[src/rtl/worddemux4_buf_pkg.sv]
// Shared datapath definitions for the buffered 1-to-4 word demux: word/channel
// sizes, the MSB-first channel-select type and the 4:1 bit-mux primitive.
package worddemux4_buf_pkg;

   localparam int WORD_W = 16;
   localparam int NCHAN  = 4;

   typedef logic [0:1] ch_sel_t;

   localparam ch_sel_t CH0 = 2'b00;
   localparam ch_sel_t CH1 = 2'b01;
   localparam ch_sel_t CH2 = 2'b10;
   localparam ch_sel_t CH3 = 2'b11;

   function automatic logic mux4(input logic [0:NCHAN-1] d, input ch_sel_t sel);
      logic y;
      y = 1'b0;
      case (sel)
         CH0:     y = d[0];
         CH1:     y = d[1];
         CH2:     y = d[2];
         CH3:     y = d[3];
         default: y = 1'b0;
      endcase
      return y;
   endfunction

endpackage

[src/rtl/worddemux4_buf_if.sv]
// Bus between the write-back source and the four demux channels.
// Input word moves when i_valid && o_ready; channel n word moves when o_valid[n] && i_ready[n].
interface worddemux4_buf_if
   import worddemux4_buf_pkg::*;
#(
   parameter int WIDTH = WORD_W
);

   logic               i_valid;
   logic               o_ready;
   ch_sel_t            i_sel;
   logic [0:WIDTH-1]   i_data;
   logic [0:NCHAN-1]   i_en;
   logic [0:NCHAN-1]   o_valid;
   logic [0:NCHAN-1]   i_ready;
   logic [0:WIDTH-1]   o_data0;
   logic [0:WIDTH-1]   o_data1;
   logic [0:WIDTH-1]   o_data2;
   logic [0:WIDTH-1]   o_data3;
   logic               o_drop;

   modport slave (
      input  i_valid, i_sel, i_data, i_en, i_ready,
      output o_ready, o_valid, o_data0, o_data1, o_data2, o_data3, o_drop
   );

   modport master (
      output i_valid, i_sel, i_data, i_en, i_ready,
      input  o_ready, o_valid, o_data0, o_data1, o_data2, o_data3, o_drop
   );

endinterface

[src/rtl/worddemux4_buf_wordslot.sv]
// One-entry holding register: a load always wins over a drain, so a same-cycle
// drain+load keeps the slot full with the new word.
module worddemux4_buf_wordslot
   import worddemux4_buf_pkg::*;
#(
   parameter int WIDTH = WORD_W
) (
   input  logic             clk_i,
   input  logic             rst_n_i,
   input  logic             load_i,
   input  logic [0:WIDTH-1] data_i,
   input  logic             drain_i,
   output logic             full_o,
   output logic [0:WIDTH-1] data_o
);

   logic             full_q, full_d;
   logic [0:WIDTH-1] data_q, data_d;

   always_comb begin
      full_d = full_q;
      data_d = data_q;
      if (load_i) begin
         full_d = 1'b1;
         data_d = data_i;
      end else if (full_q && drain_i) begin
         full_d = 1'b0;
      end
   end

   always_ff @(posedge clk_i or negedge rst_n_i) begin
      if (!rst_n_i) begin
         full_q <= 1'b0;
         data_q <= '0;
      end else begin
         full_q <= full_d;
         data_q <= data_d;
      end
   end

   assign full_o = full_q;
   assign data_o = data_q;

endmodule

[src/rtl/worddemux4_buf.sv]
// Buffered 1-to-4 word demultiplexer: select decode, ready mux and drop flag
// around four independent holding slots.
module worddemux4_buf
   import worddemux4_buf_pkg::*;
#(
   parameter int WIDTH = WORD_W
) (
   input  logic               i_clk,
   input  logic               i_rst_n,
   worddemux4_buf_if.slave    bus
);

   logic [0:NCHAN-1] full;
   logic [0:NCHAN-1] can_accept;
   logic [0:NCHAN-1] load;
   logic [0:WIDTH-1] slot_data [NCHAN];
   logic             accept;
   logic             sel_en;
   logic             drop_q, drop_d;

   // Only the selected channel can stall the input; a disabled channel always accepts.
   always_comb begin
      can_accept = '0;
      for (int n = 0; n < NCHAN; n++) begin
         can_accept[n] = !bus.i_en[n] || !full[n] || bus.i_ready[n];
      end
   end

   assign bus.o_ready = mux4(can_accept, bus.i_sel);
   assign accept      = bus.i_valid && bus.o_ready;
   assign sel_en      = mux4(bus.i_en, bus.i_sel);

   always_comb begin
      load = '0;
      for (int n = 0; n < NCHAN; n++) begin
         load[n] = accept && (bus.i_sel == 2'(n)) && bus.i_en[n];
      end
   end

   assign drop_d = accept && !sel_en;

   for (genvar g = 0; g < NCHAN; g++) begin : g_slot
      worddemux4_buf_wordslot #(.WIDTH(WIDTH)) u_slot (
         .clk_i   (i_clk),
         .rst_n_i (i_rst_n),
         .load_i  (load[g]),
         .data_i  (bus.i_data),
         .drain_i (bus.i_ready[g]),
         .full_o  (full[g]),
         .data_o  (slot_data[g])
      );
   end

   always_ff @(posedge i_clk or negedge i_rst_n) begin
      if (!i_rst_n) begin
         drop_q <= 1'b0;
      end else begin
         drop_q <= drop_d;
      end
   end

   assign bus.o_valid = full;
   assign bus.o_data0 = slot_data[0];
   assign bus.o_data1 = slot_data[1];
   assign bus.o_data2 = slot_data[2];
   assign bus.o_data3 = slot_data[3];
   assign bus.o_drop  = drop_q;

endmodule

[src/flat_wrapper.sv]
// flat-port wrapper written by rule: the top's interface ports become plain ports
module worddemux4_buf_flat import worddemux4_buf_pkg::*;
#(
   parameter int WIDTH = WORD_W
)
  (i_clk, i_rst_n, bus_i_valid, bus_i_sel, bus_i_data, bus_i_en, bus_i_ready, bus_o_ready, bus_o_valid, bus_o_data0, bus_o_data1, bus_o_data2, bus_o_data3, bus_o_drop);
  worddemux4_buf_if #(.WIDTH(WIDTH)) bus_i ();
  input  logic i_clk;
  input  logic i_rst_n;
  input wire logic [$bits(bus_i.i_valid)-1:0] bus_i_valid;
  input wire logic [$bits(bus_i.i_sel)-1:0] bus_i_sel;
  input wire logic [$bits(bus_i.i_data)-1:0] bus_i_data;
  input wire logic [$bits(bus_i.i_en)-1:0] bus_i_en;
  input wire logic [$bits(bus_i.i_ready)-1:0] bus_i_ready;
  output wire logic [$bits(bus_i.o_ready)-1:0] bus_o_ready;
  output wire logic [$bits(bus_i.o_valid)-1:0] bus_o_valid;
  output wire logic [$bits(bus_i.o_data0)-1:0] bus_o_data0;
  output wire logic [$bits(bus_i.o_data1)-1:0] bus_o_data1;
  output wire logic [$bits(bus_i.o_data2)-1:0] bus_o_data2;
  output wire logic [$bits(bus_i.o_data3)-1:0] bus_o_data3;
  output wire logic [$bits(bus_i.o_drop)-1:0] bus_o_drop;
  assign bus_i.i_valid = bus_i_valid;
  assign bus_i.i_sel = bus_i_sel;
  assign bus_i.i_data = bus_i_data;
  assign bus_i.i_en = bus_i_en;
  assign bus_i.i_ready = bus_i_ready;
  assign bus_o_ready = bus_i.o_ready;
  assign bus_o_valid = bus_i.o_valid;
  assign bus_o_data0 = bus_i.o_data0;
  assign bus_o_data1 = bus_i.o_data1;
  assign bus_o_data2 = bus_i.o_data2;
  assign bus_o_data3 = bus_i.o_data3;
  assign bus_o_drop = bus_i.o_drop;
  worddemux4_buf #(.WIDTH(WIDTH)) u_core (.i_clk(i_clk), .i_rst_n(i_rst_n), .bus(bus_i));
endmodule
[config.mk]
export PLATFORM = sky130hd
export DESIGN_NAME = worddemux4_buf_flat
export DESIGN_NICKNAME = d
export VERILOG_FILES = /design/src/rtl/worddemux4_buf_pkg.sv /design/src/rtl/worddemux4_buf_if.sv /design/src/rtl/worddemux4_buf_wordslot.sv /design/src/rtl/worddemux4_buf.sv /design/src/flat_wrapper.sv
export SDC_FILE = /design/constraint.sdc
export NUM_CORES = 1
export LEC_CHECK = 0
export CAP_MARGIN = 10
export CORE_ASPECT_RATIO = 0.7
export CORE_UTILIZATION = 40
export DETAILED_ROUTE_END_ITERATION = 10
export DONT_BUFFER_PORTS = 1
export GPL_ROUTABILITY_DRIVEN = 1
export HOLD_SLACK_MARGIN = 0.12
export PLACE_DENSITY = 0.63
export SYNTH_ARGS = -nofsm -noshare
export SYNTH_HDL_FRONTEND = slang
export SYNTH_SLANG_ARGS = --single-unit
[constraint.sdc]
create_clock -name i_clk -period 1.2 [get_ports i_clk]
set_input_delay 0.36 -clock i_clk [delete_from_list [all_inputs] [get_ports i_clk]]
set_output_delay 0.36 -clock i_clk [all_outputs]
set_load 0.02 [all_outputs]
==> Word-level counts from Yosys, hierarchy flattened <==
Cells that the tools add are included.
{ "totals": {"elab_cells": 58, "reg_bits": 69} }
{ "op_classes": {"reduce_logical": 36, "eq_ne": 3, "n_mux": 10} }
{ "ops": {"columns": ["op", "count"], "rows": [
  ["logical AND 1 bit", 14],
  ["zero test 1 bit", 9],
  ["logical OR 1 bit", 8],
  ["2-to-1 mux 1 bit", 8],
  ["case mux 1 bit (4 select lines)", 2],
  ["nonzero test 2 bit", 4],
  ["== test 2 bit, second input constant", 2],
  ["== test 2 x 1 -> 1 bit, second input constant", 1],
  ["zero test 2 bit", 1]
]} }

==> Depth between registers and ports, before layout <==
Gate-level depths: netlist of the first run.
{ "depth": {"word_depth": 8, "ltp_mapped": 6, "depth_no_buf": 3} }

==> Modules after synthesis <==
Synthesis of the first run repeated with hierarchy kept, for this count alone.
{ "hier_totals": {"hier_cells": 170, "area_unflattened_um2": 2936.6} }
{ "modules_own_cells": {"columns": ["module", "seq_area_each_um2", "instances", "area_per_inst_um2", "cells_per_inst"], "rows": [
  ["worddemux4_buf_wordslot", 425.4, 4, 683.2, 37],
  ["worddemux4_buf", 25.0, 1, 203.9, 22]
]} }

==> Worst setup path before layout of the first run <==
Ideal clock, no wire load.
{ "synth_timing": {"kind": "reg-to-output", "from": "register u_core.g_slot[1].u_slot.full_q", "to": "output bus_o_ready", "path_slack_ps": -446, "stages_incl_launch_ff": 4, "arrival_ps": 1286, "required_ps": 840, "path_buffers": 0, "cell_sequence": "dfrtp_1 -> nor2b_1 -> and3b_1 -> a221oi_1"} }
{ "synth_via": {"elab_chain_cells": 4} }
{ "synth_rtl": {"columns": ["item", "line_no", "text"], "rows": [
  ["start, declared", "worddemux4_buf_wordslot.sv:17", "logic full_q, full_d;"],
  ["start signal, assigned", "worddemux4_buf_wordslot.sv:36", "full_q <= full_d;"],
  ["zero test 1 bit", "worddemux4_buf.sv:25", "can_accept[n] = !bus.i_en[n] || !full[n] || bus.i_ready[n];"],
  ["logical OR 1 bit (2 in series)", "worddemux4_buf.sv:25", null],
  ["case mux 1 bit (4 select lines)", "worddemux4_buf_pkg.sv:18", "case (sel)"],
  ["end, declared", "flat_wrapper.sv:15", "output wire logic [$bits(bus_i.o_ready)-1:0] bus_o_ready;"]
]} }
Every way passes these cells.

==> Final worst setup path of the first run <==
{ "layout_timing": {"from": "register u_core.g_slot[3].u_slot.full_q", "to": "output bus_o_ready"} }
{ "layout_via": {"elab_chain_cells": 4} }
{ "layout_rtl": {"columns": ["item", "line_no"], "rows": [
  ["start, declared", "worddemux4_buf_wordslot.sv:17"],
  ["start signal, assigned", "worddemux4_buf_wordslot.sv:36"],
  ["zero test 1 bit", "worddemux4_buf.sv:25"],
  ["logical OR 1 bit (2 in series)", "worddemux4_buf.sv:25"],
  ["case mux 1 bit (4 select lines)", "worddemux4_buf_pkg.sv:18"]
]} }
Every way passes these cells.

==> impl_metrics.json, run 1 <==
{
  "vdd_drop_max_v": 0.000813,
  "synth-edff-count": 0,
  "grt.met1_usage": 0.212,
  "initialDrtViolationCount": 52,
  "vias_per_cell": 5.21,
  "synth.distinct_cells": 21,
  "synth_common_cells": "dfrtp_1 (69), mux2_1 (32), mux2_4 (19)",
  "synthArstFlopShare": 1.00,
  "grt_util_met2": 0.300,
  "die_w_um": 102,
  "wl_per_cell_um": 22.0,
  "crit_path_max_fanout": 3,
  "cts_sinks": 69,
  "p_leak_nw": 1.55,
  "antenna_left": 0,
  "grt.busiest_layer": "met2",
  "diodes": 0,
  "ios": 99,
  "crit_family": "flip-flops",
  "nNetsFinal": 216,
  "antenna_found_initial": 0,
  "drc_errors": 0,
  "firstDrtPassIters": 4,
  "overflow": 0,
  "yosysMostFrequentCell": "dfrtp_1",
  "port_buffers": 0,
  "power_w": 0.00668,
  "htree_levels": 3,
  "synthToLayoutAreaGrowth_pct": 26.0,
  "root_buffer": "clkbuf_8",
  "fin_tns_setup_ps": -8750,
  "critPathMaxStageDelay_ps": 400,
  "fin_hold_ws_ps": -291,
  "cts_buffers": 9,
  "vias": 1491,
  "fin_skew_ps": 9.60,
  "clk_latency_ps": 330,
  "die_area_um2": 7380,
  "fin_crit_sh": 1.49,
  "die_h_um": 72.2,
  "crit_arrival_ps": 1430,
  "path_cells": "nand2b_1 -> o32ai_2 -> a221oi_2 -> buf_4",
  "worstMarginPinSlew_ps": 226,
  "clk_pin_slew_ps": 80,
  "reg2reg_slack_ps": -180,
  "max-slew-margin-rel": 0.849,
  "critical_path_required_ps": 840,
  "rr_endpoint": "u_core.g_slot[3].u_slot.data_o[5]$_DFFE_PN0P_",
  "synth.cell_area_um2": 2810,
  "syn_avg_cell_area_um2": 16.7,
  "fin_ws_ps": -594,
  "crit_path_start_kind": "flip-flop",
  "seq_area_frac_synth": 0.614,
  "gp_congestion": 0.816,
  "synth_top_cell_by_area": "dfrtp_1",
  "grt_pass1_wl_um": 9700,
  "synth_fp_nets": 197,
  "hold_path_class": "primary input to async pin",
  "wl_um": 6300,
  "r2r-start": "u_core.g_slot[3].u_slot.full_o$_DFFE_PN0P_",
  "grt_max_degree": 70,
  "ys_ff_latch": 69,
  "groute.usage.overall": 0.183,
  "critPathKind": "flip-flop to output port",
  "ff2ff_path_depth": 4,
  "violations": "hold timing, setup timing",
  "pre_cts_ws_ps": -328,
  "min_period_ps": 1790,
  "rsz0062_at_grt": "yes",
  "ys.flop_type": "dfrtp_1",
  "dp_hpwl_um": 4240,
  "cp_num_buf_inv": 1,
  "met3_usage": 0.0886,
  "status": "complete, but fails checks",
  "drv_slew": 0,
  "core.rowCount": 25,
  "start_util": 0.414,
  "synth_cells": 168,
  "synth_top_area_frac": 0.614,
  "setup_violations": 69,
  "drive_gt1_frac": 0.875,
  "cellPowerDensity_nw_per_um2": 1890,
  "grt_pass1_vias": 1725,
  "ys_warn_count": 0,
  "maxCapViolations": 0,
  "critPathCaptureType": "output port",
  "synth_area_leaders": "dfrtp_1 (61%), mux2_1 (13%), mux2_4 (10%)",
  "fp.coreArea_um2": 6790,
  "clockBufferDepth": 2,
  "cts_tree": "yes",
  "timing.fmax_ghz": 0.557,
  "finalHoldViolations": 69,
  "slowest_stage": "dfrtp_1"
}
repair_timing:
action / CTS / global route
pin swaps: 3 / 1
resized for setup: 32 / 61
setup buffers: 4 / 3
hold endpoints to repair: 69 / 69
endpoints found under the setup margin: 72 / 126
final cells by class:
type | count | area [µm²]
Clock inverter | 6 | 63.8
Fill cell | 554 | 3240
Timing Repair Buffer | 19 | 254
Tap cell | 94 | 118
Clock buffer | 10 | 128
Inverter | 1 | 3.75
Multi-Input combinational cell | 87 | 1180
Sequential cell | 69 | 1800
sequential cells by signal (all words and copies together) (netlist names):
register	cells
u_core.bus.o_drop	1
u_core.g_slot.u_slot.full_o	4
u_core.g_slot.u_slot.data_o	64
worst reg2reg max path, stage by stage (launching register included):
cell and delay (ps):
dfrtp_1 400, nand2b_1 150, nor2b_4 220, buf_8 180
mux2_4 320
report_power, final:
group	internal (W)	switching (W)	total, W
clock network	0.000956	0.000875	0.00183
logic	0.000686	0.000215	0.000901
registers	0.00292	0.00103	0.00395
stage by stage:
stage	utilization	instances	area (µm²)
2_1_floorplan	-	168	2940
3_3_place_gp	0.458	267	3110
3_5_place_dp	0.458	267	3110
4_1_cts	0.505	285	3430
5_1_grt	0.522	286	3540
6_report	0.522	286	3540
cell usage in the layout, fill, tap and decap left out, drive strengths merged:
cell      netlist  layout
a221oi          1       1
and3b           1       1
buf            11      19
bufinv          0       1
clkbuf          0      10
clkinv          0       3
clkinvlp        0       2
dfrtp          69      69
inv             1       1
mux2           64      64
mux4            1       1
nand2           4       4
nand2b          4       4
nand4           2       2
nand4b          2       2
nor2            2       2
nor2b           4       4
nor4b           1       1
o32ai           1       1
logic make-up after synthesis:
logic type	Yosys count	share of synthesized area
compound gates	2	0.00623
buf+inv	12	0.0387
flops	69	0.614
mux	65	0.290
simple gates	20	0.0516
metal layers:
layer	vias up	part of all wire
li1	629	-
met4	0	0.0092
met1	787	0.40
met2	69	0.51
met5	-	0
met3	6	0.077
worst max path at each step:
| stage | start | end | slack, ps | cells past startpoint |
|---|---|---|---|---|
| 2_1_floorplan | bus_i_sel[0] | u_core.g_slot[2].u_slot.data_o[10]$_DFFE_PN0P_ | -290 | 6 |
| 3_3_place_gp | bus_i_ready[3] | bus_o_ready | -320 | 4 |
| 3_5_place_dp | bus_i_ready[3] | bus_o_ready | -330 | 4 |
| 4_1_cts | u_core.g_slot[1].u_slot.full_o$_DFFE_PN0P_ | bus_o_ready | -630 | 4 |
| 5_1_grt | u_core.g_slot[3].u_slot.full_o$_DFFE_PN0P_ | bus_o_ready | -680 | 4 |
| 6_report | u_core.g_slot[3].u_slot.full_o$_DFFE_PN0P_ | bus_o_ready | -590 | 4 |
(Power assumes the default switching activity.)
==> run 2, diff against run 1 <==
--- a/config.mk
+++ b/config.mk
@@ -13,6 +13,7 @@
 export GPL_ROUTABILITY_DRIVEN = 1
 export HOLD_SLACK_MARGIN = 0.12
 export PLACE_DENSITY = 0.63
+export SKIP_CTS_REPAIR_TIMING = 1
 export SYNTH_ARGS = -nofsm -noshare
 export SYNTH_HDL_FRONTEND = slang
 export SYNTH_SLANG_ARGS = --single-unit
==> impl_metrics.json, run 2 (synthesized netlist as in run 1, its figures left out) <==
{
  "gp_congestion": 0.816,
  "fin_crit_sh": 1.50,
  "crit_path_start_kind": "flip-flop",
  "dp_hpwl_um": 4240,
  "die_h_um": 72.2,
  "core.rowCount": 25,
  "critPathKind": "flip-flop to output port",
  "nNetsFinal": 215,
  "drv_slew": 0,
  "p_leak_nw": 1.53,
  "die_w_um": 102,
  "clk_latency_ps": 340,
  "cts_sinks": 69,
  "largest_register_ffs": 64,
  "critPathCaptureType": "output port",
  "crit_arrival_ps": 1440,
  "fin_tns_setup_ps": -10280,
  "vias": 1487,
  "vdd_drop_max_v": 0.000804,
  "grt_max_degree": 70,
  "groute.usage.overall": 0.179,
  "diodes": 0,
  "overflow": 0,
  "port_buffers": 0,
  "mostFrequentLayoutCell": "dfrtp_2",
  "vias_per_cell": 5.22,
  "firstDrtPassIters": 4,
  "die_area_um2": 7380,
  "cts_buffers": 9,
  "drc_errors": 0,
  "antenna_found_initial": 0,
  "fin_ws_ps": -605,
  "initialDrtViolationCount": 61,
  "hold_path_class": "primary input to async pin",
  "max-slew-margin-rel": 0.845,
  "clockBufferDepth": 2,
  "mostFrequentLayoutCells": "dfrtp_2 (58), mux2_4 (57), dfrtp_1 (11), clkbuf_8 (9), mux2_2 (7)",
  "cellPowerDensity_nw_per_um2": 1900,
  "wl_per_cell_um": 22.0,
  "maxCapViolations": 0,
  "drive_gt1_frac": 0.869,
  "violations": "hold timing, setup timing",
  "min_period_ps": 1800,
  "finalHoldViolations": 69,
  "synthToLayoutAreaGrowth_pct": 25.0,
  "pre_cts_ws_ps": -328,
  "crit_path_max_fanout": 2,
  "fp.coreArea_um2": 6790,
  "root_buffer": "clkbuf_8",
  "fin_skew_ps": 9.20,
  "htree_levels": 3,
  "start_util": 0.414,
  "critical_path_required_ps": 840,
  "antenna_left": 0,
  "grt_pass1_wl_um": 9490,
  "cts_tree": "yes",
  "clk_pin_slew_ps": 80,
  "final_core_util": 0.518,
  "grt_pass1_vias": 1692,
  "ios": 99,
  "timing.fmax_ghz": 0.554,
  "wl_um": 6280,
  "fin_hold_ws_ps": -292,
  "status": "complete, but fails checks",
  "setup_violations": 69,
  "worstMarginPinSlew_ps": 232,
  "ff2ff_path_depth": 5,
  "rsz0062_at_grt": "yes"
}
## run 2: cell types whose count changed in the layout (fill, tap and decap cells not counted)
cell,change
buf_4,+2
nand2b_4,-1
nand2b_1,+1
buf_6,-3
## run 2: area by class of cell
cell class / instances / area, µm²
well taps: 94 / 118
multi-input cells: 87 / 1170
clock inverters: 6 / 63.8
clock buffers: 10 / 128
fillers: 560 / 3270
repair buffers: 18 / 235
flip-flops and latches: 69 / 1800
inverters: 1 / 3.75
## run 2: final timing paths
check / from / to / slack [ps]
min: i_rst_n / u_core.g_slot[1].u_slot.data_o[15]$_DFFE_PN0P_ / -290
max in group asynchronous: i_rst_n / u_core.g_slot[2].u_slot.data_o[7]$_DFFE_PN0P_ / 1360
min in group i_clk: bus_i_data[9] / u_core.g_slot[0].u_slot.data_o[6]$_DFFE_PN0P_ / 160
max reg2reg: u_core.g_slot[2].u_slot.full_o$_DFFE_PN0P_ / u_core.g_slot[2].u_slot.data_o[11]$_DFFE_PN0P_ / -250
min reg2reg: u_core.g_slot[3].u_slot.full_o$_DFFE_PN0P_ / u_core.g_slot[3].u_slot.full_o$_DFFE_PN0P_ / 570
max: u_core.g_slot[1].u_slot.full_o$_DFFE_PN0P_ / bus_o_ready / -600
## run 2: worst max-delay path, cell delays in order, from the launching register on
cell and delay [ps]:
dfrtp_1 390, nor2b_4 130, and3b_1 170, a221oi_2 250, buf_4 180
## run 2: power by group
group	switching [W]	internal, W	leakage (nW)
clock network	0.000878	0.000956	0.0923
logic	0.000214	0.000678	0.668
registers	0.00103	0.00292	0.772
total	0.00213	0.00455	1.53
## run 2: through the flow
stage	power (W)	instances	cell area, µm²
2_1_floorplan	0.00446	168	2940
3_3_place_gp	0.00462	267	3110
3_5_place_dp	0.00469	267	3110
4_1_cts	0.00656	283	3300
5_1_grt	0.00698	285	3520
6_report	0.00668	285	3520
## run 2: layer usage
metal | routed length [µm] | up-vias | share of wire | track usage
met5 | 0 | - | 0 | 0
met1 | 2510 | 787 | 0.40 | 0.209
li1 | - | 623 | - | -
met2 | 3240 | 71 | 0.52 | 0.290
met3 | 490 | 6 | 0.078 | 0.0886
met4 | 46 | 0 | 0.0073 | 0.0524
==> run 3, diff against run 2 <==
--- a/config.mk
+++ b/config.mk
@@ -14,6 +14,7 @@
 export HOLD_SLACK_MARGIN = 0.12
 export PLACE_DENSITY = 0.63
 export SKIP_CTS_REPAIR_TIMING = 1
+export SLEW_MARGIN = 20
 export SYNTH_ARGS = -nofsm -noshare
 export SYNTH_HDL_FRONTEND = slang
 export SYNTH_SLANG_ARGS = --single-unit
==> results of run 3 <==
Same layout as run 2: the final DEF is identical, and so are final timing and power.
